--- src/rtl/halt_drain_dump.sv ---
// rtl/halt_drain_dump.sv - halt detect, pipeline drain and data-memory dump streamer
// Optional checksum beat after the last word is enabled by defining DUMP_CHECKSUM_EN.
module halt_drain_dump #(
  parameter int          DRAIN_CYCLES = 4,
  parameter int          MEM_WORDS    = 512,
  parameter logic [31:0] HALT_WORD    = 32'hFFFF_FFFF
) (
  input  logic        CLOCK,
  input  logic        RESET,
  input  logic [31:0] inst_f,
  input  logic        inst_valid,
  output logic        cpu_freeze,
  output logic [8:0]  mem_rd_addr,
  input  logic [31:0] mem_rd_data,
  output logic        dump_valid,
  input  logic        dump_ready,
  output logic [31:0] dump_data,
  output logic [8:0]  dump_addr,
  output logic        dump_last,
  output logic        done
);

  localparam logic [1:0] S_RUN   = 2'd0;
  localparam logic [1:0] S_DRAIN = 2'd1;
  localparam logic [1:0] S_DUMP  = 2'd2;
  localparam logic [1:0] S_DONE  = 2'd3;

  localparam logic [3:0] DRAIN_LOAD = 4'(DRAIN_CYCLES - 1);
  localparam logic [9:0] LAST_WORD  = 10'(MEM_WORDS - 1);
`ifdef DUMP_CHECKSUM_EN
  localparam logic [9:0] LAST_BEAT  = 10'(MEM_WORDS);
`else
  localparam logic [9:0] LAST_BEAT  = LAST_WORD;
`endif

  logic [1:0]  state_q, state_d;
  logic [3:0]  drain_cnt_q, drain_cnt_d;
  logic [9:0]  addr_cnt_q, addr_cnt_d;
  logic        valid_q, valid_d;
  logic        last_q, last_d;
  logic [31:0] data_q, data_d;
  logic [8:0]  daddr_q, daddr_d;
`ifdef DUMP_CHECKSUM_EN
  logic [31:0] xsum_q, xsum_d;
`endif

  logic halt_det;
  logic beat_accept;
  logic issue;

  // A halt word coinciding with RESET is ignored so it cannot survive reset.
  assign halt_det    = !RESET && inst_valid && (inst_f == HALT_WORD) && (state_q == S_RUN);
  assign cpu_freeze  = (state_q != S_RUN) || halt_det;
  assign mem_rd_addr = (state_q == S_DUMP) ? addr_cnt_q[8:0] : 9'd0;
  assign beat_accept = valid_q && dump_ready;
  assign issue       = (state_q == S_DUMP) && (addr_cnt_q <= LAST_BEAT) && (!valid_q || dump_ready);

  assign dump_valid = valid_q;
  assign dump_data  = data_q;
  assign dump_addr  = daddr_q;
  assign dump_last  = last_q;
  assign done       = (state_q == S_DONE);

  always_comb begin
    state_d     = state_q;
    drain_cnt_d = drain_cnt_q;
    addr_cnt_d  = addr_cnt_q;
    valid_d     = valid_q;
    last_d      = last_q;
    data_d      = data_q;
    daddr_d     = daddr_q;
`ifdef DUMP_CHECKSUM_EN
    xsum_d      = xsum_q;
`endif
    case (state_q)
      S_RUN: begin
        if (halt_det) begin
          drain_cnt_d = DRAIN_LOAD;
          addr_cnt_d  = 10'd0;
          state_d     = (DRAIN_LOAD == 4'd0) ? S_DUMP : S_DRAIN;
        end
      end
      S_DRAIN: begin
        // Leaving as the counter reaches zero makes halt-to-DUMP exactly DRAIN_CYCLES.
        drain_cnt_d = drain_cnt_q - 4'd1;
        addr_cnt_d  = 10'd0;
        if (drain_cnt_q <= 4'd1) begin
          drain_cnt_d = 4'd0;
          state_d     = S_DUMP;
        end
      end
      S_DUMP: begin
        if (beat_accept && last_q) begin
          valid_d = 1'b0;
          last_d  = 1'b0;
          state_d = S_DONE;
        end else if (issue) begin
          valid_d    = 1'b1;
          last_d     = (addr_cnt_q == LAST_BEAT);
          addr_cnt_d = addr_cnt_q + 10'd1;
`ifdef DUMP_CHECKSUM_EN
          if (addr_cnt_q == LAST_BEAT) begin
            data_d  = xsum_q;
            daddr_d = 9'h1FF;
          end else begin
            data_d  = mem_rd_data;
            daddr_d = addr_cnt_q[8:0];
            xsum_d  = xsum_q ^ mem_rd_data;
          end
`else
          data_d  = mem_rd_data;
          daddr_d = addr_cnt_q[8:0];
`endif
        end else if (beat_accept) begin
          valid_d = 1'b0;
        end
      end
      S_DONE: begin
        state_d = S_DONE;
      end
      default: begin
        state_d = S_RUN;
      end
    endcase
  end

  always_ff @(posedge CLOCK) begin
    if (RESET) begin
      state_q     <= S_RUN;
      drain_cnt_q <= 4'd0;
      addr_cnt_q  <= 10'd0;
      valid_q     <= 1'b0;
      last_q      <= 1'b0;
      data_q      <= 32'd0;
      daddr_q     <= 9'd0;
`ifdef DUMP_CHECKSUM_EN
      xsum_q      <= 32'd0;
`endif
    end else begin
      state_q     <= state_d;
      drain_cnt_q <= drain_cnt_d;
      addr_cnt_q  <= addr_cnt_d;
      valid_q     <= valid_d;
      last_q      <= last_d;
      data_q      <= data_d;
      daddr_q     <= daddr_d;
`ifdef DUMP_CHECKSUM_EN
      xsum_q      <= xsum_d;
`endif
    end
  end

endmodule

--- config.mk ---
export PLATFORM = sky130hd
export DESIGN_NAME = halt_drain_dump
export DESIGN_NICKNAME = d
export VERILOG_FILES = /design/src/rtl/halt_drain_dump.sv
export SDC_FILE = /design/constraint.sdc
export NUM_CORES = 1
export LEC_CHECK = 0
export CORE_MARGIN = 1
export CORE_UTILIZATION = 30
export DETAILED_ROUTE_END_ITERATION = 6
export PLACE_DENSITY = 0.62
export SYNTH_ARGS = -nofsm -noshare
export SYNTH_HDL_FRONTEND = slang
export SYNTH_SLANG_ARGS = --single-unit
--- constraint.sdc ---
create_clock -name CLOCK -period 2.3 [get_ports CLOCK]
set_input_delay 0.23 -clock CLOCK [delete_from_list [all_inputs] [get_ports CLOCK]]
set_output_delay 0.23 -clock CLOCK [all_outputs]
set_load 0.1 [all_outputs]
==> out/results.ini, run 1 <==
[sta]
period_needed_ps=2045
slew_violations=0
report.final.hold_viol_count=0
max_slew_margin_pct=51.08
part_of_the_cycle_the_worst_path_needs_pct=88.89
timing.final.setup_violations=0
clock-skew-final_ps=6.502
max_freq_mhz=489.1
unrepaired_setup_endpoints_after_global_routing=false
timing_worst_slew_pin_value_ps=731.1
final.setup.tns_ps=0

[grt]
grt_start_max_net_pins=51
antenna_found_initial=0
groute.usage.overall_pct=17.32
grt.overflow.total=0
via_count_of_the_first_global_routing_pass=2551
grt_first_pass_wirelength_mm=11.79

[clocking]
ctsHoldBuffers=0
cts-resized-gates=0
tritoncts_buffers=9
clock-root-buffer=clkbuf_8
clock_latency_ps=330
cts.clk_slew.worst_paths_ps=70
cts-htree-levels=3
cts_setup_buffers=0
cts.path.max_buffers=2
tritoncts=done
cts_num_sinks=59

[routing]
wl_per_cell_um=13.21
met2_wirelength_mm=3.258
met1Wirelength_mm=3.277
detail_route.first_pass.iterations=4
route.detailed.drc=0
viasPerCell=4.883
routed.top_layer=met4
routed-via-count=2705
detailedRoute.firstIterationViolations=119
drt_wl_total_mm=7.316
drt.antenna.violating_nets=0
detailroute.wirelength.met3_um=641

[floorplan]
floorplan.initialDensity_pct=30.87
floorplan.core_area_um2=8217
die_width_um=93.95
row_count=33
die-height_um=93.95
io-pin-count=122
die_area_um2=8826

[worst_setup_path]
worstSetupEndpointType=output pin
cpLargestDelayFamily=buffers and inverters
timing.critical_path.required_ps=2070
timing.rr.start=state_q[1]
critPathArrivalTime_ps=1810
category_of_the_critical_setup_timing_path=in -> out
worst_path_largest_cell_delay_ps=460
regToRegSetupSlack_ps=320
critPathMaxFanout=4
cp_cell_sequence=clkdlybuf4s50_1 -> nand4_1 -> nor4_4 -> buf_4 -> a311o_1 -> buf_12
crit_path_max_delay_cell_type=clkdlybuf4s50_1
critPathBufInv=3
worst_r2r_endpoint=drain_cnt_q[0]
rr_worst_depth=6
crit_path_start_kind=input pin

[layout]
nNetsFinal=517
finish.utilization_pct=49.34
layout-drive-gt1-share_pct=18.93
finalNonFillerCells=554
insertedDiodeCount=0
area_growth_from_synthesis_to_final_layout_pct=59.84

[synth]
mappedNetlistNets=393
synthesized_netlist_cell_count=322
async_reset_ff_share_pct=0
syn_area_per_cell_um2=7.876
synth_ff_type=dfxtp_1
synthesis.yosys.warnings=0
synth-seq-area-share_pct=46.57
synth_enable_flop_cells=0
synth_cell_type_count=35
synth_seq_cells=59
netlist_area_um2=2536

[pwr]
cellLeakagePower_nw=1.497
power.density_cell_area_nw_per_um2=491.3
ir_drop_uv=243.6

[job]
maxCapViolations=0

[min_path]
min_path_type=in -> reg
worst_hold_startpoint=mem_rd_data[13]
worstHoldEndpoint=dump_data[13]
worst_hold_depth=3

[placement]
gp_congestion=0.8098
port_buffers=121
dp.cells=540
detailedPlacementHpwl_mm=5.237

[status]
status=complete, no violations

[synth_stat cells (3+ instances only)]
library cell	n	share of area (%)
and2_1	8	2.0
inv_1	6	0.89
a31oi_1	4	0.99
a2111o_1	3	1.3
o21ai_0	4	0.79
or3_1	3	0.74
ha_1	3	1.5
nand4_1	10	2.5
nor2_1	15	2.2
a21oi_1	53	10
nand3_1	7	1.4
nor3_1	5	0.99
buf_2	3	0.59
dfxtp_1	59	47
a21o_1	3	0.89
nand2_1	89	13
clkbuf_1	17	2.5
nand2b_1	7	1.7
[state kept, by name, summed over array words and instances (netlist names)]
name	count
dump_last	1
state_q	2
dump_addr	9
drain_cnt_q	4
dump_data	32
dump_valid	1
addr_cnt_q	10
[power breakdown]
group          internal, W       switching (W)  leakage (nW)
clock             0.000432            0.000391        0.0908
sequential         0.00102  0.0000000000000735         0.475
combinational     0.000106           0.0000417         0.931
total              0.00156            0.000433          1.50
[layer usage]
layer | GRT usage (%) | up-vias
li1 | - | 1360
met1 | 20.90 | 1224
met2 | 26.95 | 111
met3 | 6.068 | 10
met4 | 9.103 | 0
met5 | 0 | -
[final cells by class]
cell class                 instances  area (µm²)
clock buffer                      11       151.4
clock inverter                     3       15.01
fill                             793        4163
inverter                           6       22.52
multi-input combinational        237        1254
sequential                        59        1181
tap                              105       131.4
timing repair buffer             133        1299
[worst register-to-register path: cells and delay by family (launching register included)]
kind | cells | cell delay (ps)
flops | 1 | 330
compound gates | 2 | 310
buf+inv | 2 | 430
simple gates | 2 | 850
[worst max path at each step]
stage	startpoint	endpoint	depth (start not counted)
floorplan	dump_last	addr_cnt_q[9]	6
global placement	inst_f[29]	addr_cnt_q[9]	6
detailed placement	inst_f[29]	addr_cnt_q[9]	6
CTS	inst_f[21]	cpu_freeze	6
global route	state_q[1]	addr_cnt_q[9]	5
finish	inst_f[21]	cpu_freeze	6
[logic make-up after synthesis]
family / Yosys count / synth area share, %
fa+ha+maj: 3 / 1.480
simple gates: 151 / 27.38
mux: 3 / 1.233
compound gates: 79 / 18.99
buf+inv: 26 / 3.996
xor+xnor: 1 / 0.3454
flops: 59 / 46.57
[cells in the final DEF, fill, tap and decap left out, types with 3 or more instances in the layout]
master and n:
or3_1 3, o21ai_0 4, buf_4 55, nand4_1 10
ha_1 3, dfxtp_1 59, inv_1 6, a31oi_1 4
nand2_1 89, clkdlybuf4s50_1 66, nand3_1 7, nand2b_1 7
nor3_1 5, nor2_1 15, clkbuf_8 11, a2111o_1 3
a21o_1 3, and2_1 8, clkinv_2 3, a21oi_1 53
buf_12 11
[per-stage QoR]
stage                     total power (W)  instance area [µm²]  hold WS [ps]  setup slack (ps)
after global placement           0.001191                 3887         442.2             63.49
after global routing             0.002078                 4054         440.1             148.6
after CTS                        0.002019                 4054         422.4             237.6
after detailed placement         0.001192                 3887         448.3             55.42
final                            0.001992                 4054         436.1             255.4
after floorplan                  0.001067                 2536         366.0             87.60
Note: power is estimated with default switching activity, not from simulation.
==> run 2, diff against run 1 <==
GPL_TIMING_DRIVEN = 0   (was unset)
clock period = 2.55 ns   (was 2.3 ns; I/O delays follow)
==> run 2 against run 1 <==
Net effect: first-iteration DRC count up 24%; routed wire length up 1.1%; combinational power down 9%.
==> out/results.ini, run 2 (synthesis gave the netlist of run 1 again) <==
[status]
status=complete, no violations

[floorplan]
die-height_um=93.95
die_width_um=93.95
io-pin-count=122
floorplan.core_area_um2=8217
floorplan.initialDensity_pct=30.87
die_area_um2=8826
row_count=33

[min_path]
worstHoldEndpoint=dump_data[10]
worst_hold_depth=2
min_path_type=reg -> reg
worst_hold_startpoint=dump_data[10]

[clocking]
cts.path.max_buffers=2
clock_latency_ps=330
cts.clk_slew.worst_paths_ps=60
clock-root-buffer=clkbuf_8
cts-htree-levels=3
cts_num_sinks=59
tritoncts=done
tritoncts_buffers=9

[routing]
drt.antenna.violating_nets=0
detail_route.first_pass.iterations=4
detailroute.wirelength.met3_um=679
routed.top_layer=met4
met2_wirelength_mm=3.213
viasPerCell=4.803
wl_per_cell_um=13.14
met1Wirelength_mm=3.376
drt_wl_total_mm=7.399
detailedRoute.firstIterationViolations=148
route.detailed.drc=0
routed-via-count=2704

[sta]
max_freq_mhz=404.8
max_slew_margin_pct=33.92
part_of_the_cycle_the_worst_path_needs_pct=96.87
unrepaired_setup_endpoints_after_global_routing=false
post-route-worst-setup-slack_ps=79.82
clock-skew-final_ps=3.591
timing.final.setup_violations=0
report.final.hold_viol_count=0
final.setup.tns_ps=0
period_needed_ps=2470
slew_violations=0
timing_worst_slew_pin_value_ps=988.2

[worst_setup_path]
worst_setup_path_startpoint=state_q[1]
worst_r2r_endpoint=addr_cnt_q[9]
timing.rr.start=state_q[1]
category_of_the_critical_setup_timing_path=reg -> out
critPathMaxFanout=10
critPathArrivalTime_ps=2220
worstSetupEndpointType=output pin
regToRegSetupSlack_ps=460
timing.critical_path.required_ps=2300
crit_path_start_kind=flip-flop
rr_worst_depth=6

[pwr]
finalPower_w=0.001771
clockPowerShare_pct=40.4
power_report.internal_total_w=0.001386
cellLeakagePower_nw=1.368
pwr-share-seq_pct=52.0
p_sw_share_pct=21.72
power.combinational.fraction_pct=7.6
netSwitchingPower_w=0.0003846
ir_drop_uv=201.3
power.density_cell_area_nw_per_um2=437.6

[layout]
leading_cell_type_in_the_layout_fill_and_taps_excluded=clkdlybuf4s50_1
layout-drive-gt1-share_pct=6.114
finish.utilization_pct=49.25
nNetsFinal=525
highest_count_cells_in_the_layout_ignoring_fill_and_taps=clkdlybuf4s50_1 (110), nand2_1 (89), dfxtp_1 (59)
insertedDiodeCount=0
area_growth_from_synthesis_to_final_layout_pct=59.55
largest_register_ffs=32

[grt]
grt.overflow.total=0
antenna_found_initial=0
grt_first_pass_wirelength_mm=12.07
via_count_of_the_first_global_routing_pass=2605
groute.usage.overall_pct=17.62
grt_start_max_net_pins=11

[placement]
detailedPlacementHpwl_mm=5.505
post-place-ws_ps=-543.3
gp_congestion=0.8154
port_buffers=121

[job]
maxCapViolations=0

==> run 2: cell type report <==
class	count	area, µm²
tap	105	131.4
inverter	6	22.52
buffer	20	78.83
clock inverter	3	15.01
fill	814	4170
timing repair buffer	121	1219
clock buffer	12	145.1
sequential	59	1181
multi-input combinational	237	1254
==> run 2: power groups by stage <==
stage / Combinational [W] / Clock (W) / Sequential (W)
after floorplan: 0.0000206 / 0 / 0.000942
after global placement: 0.000134 / 0 / 0.000942
after detailed placement: 0.000135 / 0 / 0.000942
after CTS: 0.000136 / 0.000739 / 0.000921
after global routing: 0.000145 / 0.000789 / 0.000920
final: 0.000134 / 0.000715 / 0.000922
==> run 2: how the worst max path moves through the flow <==
stage                     depth (start not counted)  slack (ps)              to
after floorplan                                   6         340   addr_cnt_q[9]
after global placement                            5        -560      cpu_freeze
after detailed placement                          5        -540      cpu_freeze
after CTS                                         3           6  mem_rd_addr[8]
after global routing                              3          10            done
final                                             3          80            done
==> run 2: per-stage QoR <==
stage                     cell area [µm²]  instances  hold WS (ps)
after floorplan                      2536        322         391.0
after global placement               3879        548         441.5
after detailed placement             3879        548         446.2
after CTS                            4048        563         454.4
after global routing                 4046        563         473.3
final                                4046        563         452.2
==> run 2: repair_timing <==
action,CTS,global route
hold endpoints to repair,0,0
buffers inserted,0,0
cloned,0,0
hold buffers,0,0
resized for setup,25,4
endpoints found under the setup margin,9,3
==> run 2: critical path, stage by stage, from the launching register on <==
cell and delay, ps:
dfxtp_1 420, clkbuf_1 410, and2_1 200, dlygate4sd2_1 850
==> run 2: metal layers <==
layer	GRT usage [%]	up-vias
li1	-	1373
met1	22.82	1207
met2	26.09	112
met3	6.068	12
met4	8.205	0
met5	0	-
==> run 3, diff against run 2 <==
CORE_UTILIZATION = 44   (was 30)
PLACE_DENSITY = 0.86   (was 0.62)
clock period = 3.05 ns   (was 2.55 ns; I/O delays follow)
==> run 3 against run 2 <==
Net effect: clock skew increased by 6.2 ps; largest cell class unchanged; sequential power decreased by 16%; clock-buffer cell count did not move; sequential share of layout area up 0.054 points; core utilization grew 24 points; largest power group unchanged; worst hold slack improved by 1.4 ps; critical endpoint is now mem_rd_addr[0]; via count is 1.3% higher; non-clock buffer count unchanged.
==> out/results.ini, run 3 (synthesis gave the netlist of run 1 again) <==
[clocking]
cts-htree-levels=3
cts_num_sinks=59
tritoncts_buffers=9
tritoncts=done
cts.clk_slew.worst_paths_ps=70
clock-root-buffer=clkbuf_8
clock_latency_ps=330
cts.path.max_buffers=2

[routing]
detailedRoute.firstIterationViolations=82
drt_wl_total_mm=7.107
viasPerCell=5.180
met2_wirelength_mm=3.289
detailroute.wirelength.met3_um=655
routed.top_layer=met4
met1Wirelength_mm=3.066
routed-via-count=2740
route.detailed.drc=0
detail_route.first_pass.iterations=4
drt.antenna.violating_nets=0
wl_per_cell_um=13.43

[sta]
part_of_the_cycle_the_worst_path_needs_pct=95.45
timing.final.setup_violations=0
post-route-worst-setup-slack_ps=138.9
report.final.hold_viol_count=0
clock-skew-final_ps=9.784
final.setup.tns_ps=0
unrepaired_setup_endpoints_after_global_routing=false
max_slew_margin_pct=33.51
period_needed_ps=2911
slew_violations=0
max_freq_mhz=343.5
timing_worst_slew_pin_value_ps=994.2

[layout]
highest_count_cells_in_the_layout_ignoring_fill_and_taps=clkdlybuf4s50_1 (119), nand2_1 (89), dfxtp_1 (59)
largest_register_ffs=32
leading_cell_type_in_the_layout_fill_and_taps_excluded=clkdlybuf4s50_1
finalNonFillerCells=529
layout-drive-gt1-share_pct=4.595
area_growth_from_synthesis_to_final_layout_pct=59.25
nNetsFinal=525
insertedDiodeCount=0
num-fill-cells=447

[job]
maxCapViolations=0

[pwr]
netSwitchingPower_w=0.0003135
ir_drop_uv=340.2
p_sw_share_pct=19.62
cellLeakagePower_nw=1.363
power.density_cell_area_nw_per_um2=395.6
power_report.internal_total_w=0.001284
power.combinational.fraction_pct=7.0
pwr-share-seq_pct=48.2
clockPowerShare_pct=44.8

[worst_setup_path]
critPathArrivalTime_ps=2610
worstSetupEndpointType=output pin
critPathMaxFanout=10
timing.critical_path.required_ps=2740
timing.rr.start=state_q[1]
regToRegSetupSlack_ps=1020
crit_path_start_kind=flip-flop
category_of_the_critical_setup_timing_path=reg -> out
worst_r2r_endpoint=addr_cnt_q[9]
rr_worst_depth=6

[grt]
via_count_of_the_first_global_routing_pass=2490
groute.usage.overall_pct=24.09
grt.overflow.total=0
antenna_found_initial=0
grt_first_pass_wirelength_mm=11.46
grt_start_max_net_pins=11

[placement]
detailedPlacementHpwl_mm=5.305
dp.cells=515
post-place-ws_ps=-97.66
port_buffers=121
gp_congestion=0.8078

[floorplan]
floorplan.core_area_um2=5540
io-pin-count=122
die_width_um=77.92
row_count=27
die_area_um2=6072
die-height_um=77.92
floorplan.initialDensity_pct=45.78

[status]
status=complete, no violations

[min_path]
min_path_type=reg -> reg
worstHoldEndpoint=dump_data[7]
worst_hold_depth=2
worst_hold_startpoint=dump_data[7]

-- run 3: changes by cell type in the layout (fill, tap and decap cells not counted) --
cell and delta:
clkdlybuf4s50_1 +9, dlymetal6s2s_1 -1, clkbuf_8 +2, bufinv_16 +1, clkdlybuf4s15_2 -7, buf_2 -1, clkbuf_1 -2, clkinv_2 -2
-- run 3: worst max path at each step --
stage               start        endpoint  cells past startpoint
5_1_grt        state_q[1]  mem_rd_addr[0]                      4
4_1_cts        state_q[1]  mem_rd_addr[2]                      4
3_5_place_dp        RESET      cpu_freeze                      5
6_report       state_q[1]  mem_rd_addr[0]                      4
3_3_place_gp        RESET      cpu_freeze                      5
2_1_floorplan   dump_last   addr_cnt_q[9]                      6
-- run 3: critical path, cell delays in order, from the launching register on --
cell	delay (ps)
dfxtp_1	410
nor2b_1	160
clkbuf_1	380
and2_1	190
clkdlybuf4s50_1	1140
-- run 3: metal layers --
layer	track usage, %	up-vias
met5	0	-
met4	10.00	0
li1	-	1382
met3	7.176	12
met1	29.24	1229
met2	39.65	117
-- run 3: final cells by class --
type	count	area (µm²)	share of cell area (%)
Clock buffer	12	165.2	4.089
Buffer	20	78.83	1.952
Sequential cell	59	1181	29.24
Multi-Input combinational cell	237	1254	31.04
Inverter	6	22.52	0.5576
Tap cell	72	90.09	2.230
Clock inverter	2	35.03	0.8674
Timing Repair Buffer	121	1212	30.02
-- run 3: power groups by stage --
stage	logic [W]	registers, W	clock network, W
after CTS	0.000112	0.000770	0.000727
final	0.000111	0.000770	0.000716
after global placement	0.000110	0.000788	0
after global routing	0.000119	0.000770	0.000760
after floorplan	0.0000172	0.000788	0
after detailed placement	0.000111	0.000788	0
-- run 3: repair_timing --
| action | CTS | global route |
|---|---|---|
| hold buffers | 0 | 0 |
| buffers inserted | 0 | 0 |
| pin swaps | 0 | 0 |
| setup endpoints to repair | 1 | 1 |
| gates resized for setup | 1 | 1 |
-- run 3: through the flow --
step | cell area (µm²) | power (W) | hold WS [ps] | util [%]
finish | 4039 | 0.001598 | 453.6 | 72.90
global route | 4039 | 0.001649 | 471.1 | 72.90
detailed placement | 3837 | 0.0008990 | 449.0 | 69.26
CTS | 4036 | 0.001609 | 456.5 | 72.85
global placement | 3837 | 0.0008979 | 441.3 | 69.26
floorplan | 2536 | 0.0008048 | 441.0 | -
